### src/rtl/led_segment_capture.sv
// Recovers four hex nibbles from a multiplexed seven-segment bus by waiting for each digit slot to settle.
// Define SEG_ACTIVE_LOW_EN for common-anode boards, where the segment pins are active-low.
module led_segment_capture #(
  parameter int STABLE_CYCLES = 16,
  parameter int CNT_W         = 8
) (
  input  logic       clk,
  input  logic       rst,
  input  logic [3:0] ds_en,
  input  logic [6:0] ds_reg,
  output logic [3:0] num1,
  output logic [3:0] num2,
  output logic [3:0] num3,
  output logic [3:0] num4,
  output logic [3:0] digit_valid,
  output logic       frame_done,
  output logic       bad_code
);

  typedef enum logic {ST_WAIT, ST_HELD} run_state_t;

  localparam logic [CNT_W-1:0] CAP_CNT = CNT_W'(STABLE_CYCLES - 1);
  localparam logic [CNT_W-1:0] SAT_CNT = CNT_W'(STABLE_CYCLES);

  logic [6:0]       seg_in;
  logic [3:0]       s_en;
  logic [6:0]       s_seg;
  logic [CNT_W-1:0] cnt;
  run_state_t       state, state_n;
  logic             changed, capture;

  logic [3:0] num_q [4];
  logic [3:0] num_n [4];
  logic [3:0] valid_n, seen, seen_n;
  logic       done_n, bad_n;
  logic       en_onehot;
  logic [1:0] en_idx;
  logic [4:0] glyph;

`ifdef SEG_ACTIVE_LOW_EN
  assign seg_in = ~ds_reg;
`else
  assign seg_in = ds_reg;
`endif

  // Returns {hit, value}; blank and unknown patterns both miss here.
  function automatic logic [4:0] decode_glyph(input logic [6:0] seg);
    case (seg)
      7'b0111111: return {1'b1, 4'h0};
      7'b0000110: return {1'b1, 4'h1};
      7'b1011011: return {1'b1, 4'h2};
      7'b1001111: return {1'b1, 4'h3};
      7'b1100110: return {1'b1, 4'h4};
      7'b1101101: return {1'b1, 4'h5};
      7'b1111101: return {1'b1, 4'h6};
      7'b0000111: return {1'b1, 4'h7};
      7'b1111111: return {1'b1, 4'h8};
      7'b1101111: return {1'b1, 4'h9};
      7'b1110111: return {1'b1, 4'hA};
      7'b1111100: return {1'b1, 4'hB};
      7'b1011000: return {1'b1, 4'hC};
      7'b1011110: return {1'b1, 4'hD};
      7'b1111001: return {1'b1, 4'hE};
      7'b1110001: return {1'b1, 4'hF};
      default:    return 5'b0;
    endcase
  endfunction

  assign changed = ({ds_en, seg_in} != {s_en, s_seg});

  always_ff @(posedge clk) begin
    if (rst) begin
      s_en  <= 4'b1111;
      s_seg <= 7'b0;
      cnt   <= '0;
      state <= ST_WAIT;
    end else begin
      s_en  <= ds_en;
      s_seg <= seg_in;
      state <= state_n;
      if (changed)
        cnt <= CNT_W'(1);
      else if (cnt != SAT_CNT)
        cnt <= cnt + CNT_W'(1);
    end
  end

  // A run captures exactly once, on the edge that leaves WAIT.
  always_comb begin
    state_n = state;
    capture = 1'b0;
    if (changed) begin
      state_n = ST_WAIT;
    end else if (state == ST_WAIT && cnt == CAP_CNT) begin
      state_n = ST_HELD;
      capture = 1'b1;
    end
  end

  always_comb begin
    en_onehot = 1'b1;
    en_idx    = 2'd0;
    case (s_en)
      4'b1110: en_idx = 2'd0;
      4'b1101: en_idx = 2'd1;
      4'b1011: en_idx = 2'd2;
      4'b0111: en_idx = 2'd3;
      default: en_onehot = 1'b0;
    endcase
  end

  assign glyph = decode_glyph(s_seg);

  always_comb begin
    num_n   = num_q;
    valid_n = digit_valid;
    seen_n  = seen;
    done_n  = 1'b0;
    bad_n   = 1'b0;
    if (capture && s_en != 4'b1111) begin
      if (!en_onehot) begin
        bad_n = 1'b1;
      end else if (glyph[4]) begin
        num_n[en_idx]   = glyph[3:0];
        valid_n[en_idx] = 1'b1;
        seen_n[en_idx]  = 1'b1;
      end else if (s_seg == 7'b0) begin
        valid_n[en_idx] = 1'b0;
        seen_n[en_idx]  = 1'b1;
      end else begin
        bad_n = 1'b1;
      end
      // The capture that completes the set both reports and restarts the frame.
      if (seen_n == 4'b1111) begin
        done_n = 1'b1;
        seen_n = 4'b0000;
      end
    end
  end

  always_ff @(posedge clk) begin
    if (rst) begin
      for (int i = 0; i < 4; i++) num_q[i] <= 4'h0;
      digit_valid <= 4'b0000;
      seen        <= 4'b0000;
      frame_done  <= 1'b0;
      bad_code    <= 1'b0;
    end else begin
      num_q       <= num_n;
      digit_valid <= valid_n;
      seen        <= seen_n;
      frame_done  <= done_n;
      bad_code    <= bad_n;
    end
  end

  assign num1 = num_q[0];
  assign num2 = num_q[1];
  assign num3 = num_q[2];
  assign num4 = num_q[3];

endmodule
### config.mk
export PLATFORM = sky130hd
export DESIGN_NAME = led_segment_capture
export DESIGN_NICKNAME = d
export VERILOG_FILES = /design/src/rtl/led_segment_capture.sv
export SDC_FILE = /design/constraint.sdc
export NUM_CORES = 1
export LEC_CHECK = 0
export ABC_AREA = 1
export BUFFER_PORTS_ARGS = -buffer_cell sky130_fd_sc_hd__buf_2
export CORE_UTILIZATION = 26
export CTS_CLUSTER_DIAMETER = 200
export CTS_CLUSTER_SIZE = 25
export DETAILED_ROUTE_END_ITERATION = 12
export REMOVE_ABC_BUFFERS = 1
export SLEW_MARGIN = 40
export SYNTH_ARGS = -nofsm -noshare
export SYNTH_HDL_FRONTEND = slang
export SYNTH_SLANG_ARGS = --single-unit
### constraint.sdc
create_clock -name clk -period 3.8 [get_ports clk]
set_clock_uncertainty 0.1 [all_clocks]
set_input_delay 0.76 -clock clk [delete_from_list [all_inputs] [get_ports clk]]
set_output_delay 0.76 -clock clk [all_outputs]
set_load 0.02 [all_outputs]
==> results.txt <==
Slew headroom - 65.3%
Critical path launch point type - register
Wire per inst - 10.3 µm
Failing checks - design-rule violations
Met1 GRT Util - 14.6%
Sink Count - 46
Post-DR vias/cell - 4.36
Simple-gate area share of the yosys netlist - 46.1%
Fillers - 984
Fin. Hold Viols - 0
Final Max Tran Viols - 0
Grt met3 use - 2.84%
Clk pwr share - 39.3%
GRT Max-Usage Layer - met2
CP Data Arrival Time - 2.29 ns
Clock Path Buffers - 2
Hold Path Depth - 2
Setup WS post-layout - 1.60 ns
Top-Level Pins - 35
Ys async rst share - 0%
Distinct cells, synth - 26
Antenna cell count - 0
Mux contribution to synthesized area - 0%
Crit share post-route - 57.8%
Area share of fa/ha/maj cells after synthesis - 1.02%
DP Wirelength - 4160 µm
Unrepaired setup endpoints after global routing - false
XOR/XNOR Fraction of Synth Area - 2.87%
Die height - 98.9 µm
Post-cts hold buffer count - 0
Gr ovfl total - 0
Vias in the first global route - 2095
Area of the multi-input gates - 1300 µm²
CTS H-Tree Depth - 2
Starting Density - 26.7%
Ys Warns - 0
Synth area leaders - dfxtp_1, nand2_1, nor2_1
Slew @ Worst Pin - 0.521 ns
Seq pwr share - 53.1%
Seq/Total Area, Yosys - 37.7%
Post-CTS setup buffer count - 0
Port Buf Inserts - 34
Mapped Cells - 360
Main combinational cell family by area after synthesis - simple AND/OR/NAND/NOR gates
# setup viols final - 0
Top FF cell, synth - dfxtp_1
TritonCTS Buffers - 5
Layout cells sized above 1 - 20.2%
Post-synth EDFFs - 0
Die area - 9790 µm²
Tot GR Track Use - 11.5%
Row count - 35
Fmax - 456 MHz
Die width - 98.9 µm
Via Count - 2215
CP Data Required Time - 3.89 ns
Sw Ratio - 24.5%
Nets - 411
Leak - 1.34 nW
Peak supply drop - 0.150 mV
Post-synth top area share - 37.7%
Setup CP Type - register to register
Global Route met2 Usage - 18.8%
Syn avg cell area - 6.79 µm²
R2R cell count - 12
Antenna violations before repair - 0
CTS tree - yes
Minimum period implied by the final worst setup slack - 2.20 ns
Clock latency on the worst-skew pair - 0.30 ns
Core Area - 9150 µm²
Largest area contributor in the netlist - dfxtp_1
Pwr dens - 331 nW/µm²
Mapped Area - 2440 µm²
Post-synthesis compound-gate area fraction - 3.28%
Outcome - complete, but fails checks
Comb pwr share - 7.6%
Resize count post-CTS - 0
Clock Root Buffer - clkbuf_8
ANT nets after route - 0
DRC errors left - 2
Max Cap Viol - 0
Hold Crit Class - register to register
Global-route wire length before repair - 9250 µm
DR iter-0 viols - 61
Pre-Repair DR Iteration Count - 8
CP Capture Type - register
Total Wirelength - 5250 µm
Worst slack at placement - 1.43 ns
Gpl congestion - 0.919
Synth Register Bits - 46
Setup total negative slack - 0 ns
P_sw - 0.230 mW
Register Area - 921 µm²
CP Max Fanout - 4
Area delta synth->final - 16.1%
Largest net degree at the start of global routing - 27
Clock slew at reported path FFs - 0.09 ns
P_int - 0.709 mW
==> area by class of cell <==
cell class	count	share of cell area, %
clock buffer	6	2.56
tap	111	4.90
multi-input combinational	257	45.9
sequential	46	32.5
inverter	52	6.88
clock inverter	2	1.32
timing repair buffer	34	6.00
==> power groups by stage <==
stage                     Sequential (mW)  Combinational, mW  Clock [mW]
final                               0.498             0.0715       0.369
after floorplan                     0.508             0.0493           0
after detailed placement            0.509             0.0720           0
after global routing                0.500             0.0824       0.397
after global placement              0.509             0.0711           0
after CTS                           0.498             0.0724       0.376
==> cell families (layout without fill, tap and decap cells) <==
logic type               Yosys count  in the layout
flip-flops                        46             46
AO/OA/AOI/OAI                     15             15
adder cells (fa/ha/maj)            2              2
AND/OR/NAND/NOR                  232            232
buffers and inverters             57             94
XOR/XNOR                           8              8
==> Yosys cell counts, types with 2 or more instances <==
| cell | number |
|---|---|
| nor2_1 | 63 |
| a22oi_1 | 2 |
| nor3_2 | 6 |
| nand4_1 | 5 |
| clkbuf_1 | 4 |
| ha_1 | 2 |
| nand2_1 | 88 |
| nand3_1 | 16 |
| nor2_2 | 4 |
| nor2_4 | 9 |
| inv_1 | 44 |
| nand4_2 | 2 |
| nand3_2 | 3 |
| dfxtp_1 | 46 |
| or2_2 | 3 |
| inv_2 | 8 |
| o21ai_0 | 4 |
| nand2_2 | 2 |
| xnor2_1 | 4 |
| nor3_1 | 28 |
| a21oi_1 | 9 |
| xor2_1 | 4 |
==> worst paths after layout <==
| kind | startpoint | endpoint | slack, ns |
|---|---|---|---|
| setup reg to reg | cnt[0] | seen[1] | 1.60 |
| hold reg to reg | register | register | 0.35 |
| setup / recovery | cnt[0] | seen[1] | 1.60 |
| hold / removal | register | register | 0.35 |
==> state kept, by name, summed over array words and instances, names as in the netlist, named ones only <==
register / count
bad_code: 1
cnt: 8
frame_done: 1
num1: 4
num2: 4
num3: 4
num4: 4
s_en: 4
s_seg: 7
seen: 4
state: 1
==> metal layers <==
layer | routed length [µm] | share of wire, %
met5 | 0 | 0
met4 | 115 | 2.2
met3 | 219 | 4.2
met2 | 2370 | 45
met1 | 2550 | 49
==> metrics by stage <==
step	power (mW)	utilization [%]	instances	hold slack, ns	cell area, µm²
after global placement	0.580	29.8	500	0.344	2730
after floorplan	0.557	-	355	0.332	2420
after detailed placement	0.581	29.8	500	0.349	2730
final	0.939	31.0	508	0.354	2840
after CTS	0.946	31.0	508	0.363	2840
after global routing	0.979	31.0	508	0.392	2840
==> critical path: stages (launching register included) <==
cell	delay, ns
dfxtp_1	0.39
ha_1	0.23
nand3_2	0.12
nor2_2	0.12
nand3_1	0.13
nor2_1	0.16
nand3_2	0.14
nor2_1	0.11
nand3_1	0.15
nand2_1	0.13
nand3_2	0.11
nor2_4	0.14
nor2_1	0.05
==> placed cells by master (no fill, tap or decap), types with 5 or more instances in the layout <==
cell | Yosys | layout
dfxtp_1 | 46 | 46
inv_1 | 44 | 44
nor3_1 | 28 | 28
inv_2 | 8 | 8
nand2_1 | 88 | 88
nand3_1 | 16 | 16
nor3_2 | 6 | 6
clkbuf_8 | 0 | 5
nor2_4 | 9 | 9
nor2_1 | 63 | 63
buf_2 | 0 | 34
nand4_1 | 5 | 5
a21oi_1 | 9 | 9
Note: power is estimated with default switching activity, not from simulation.
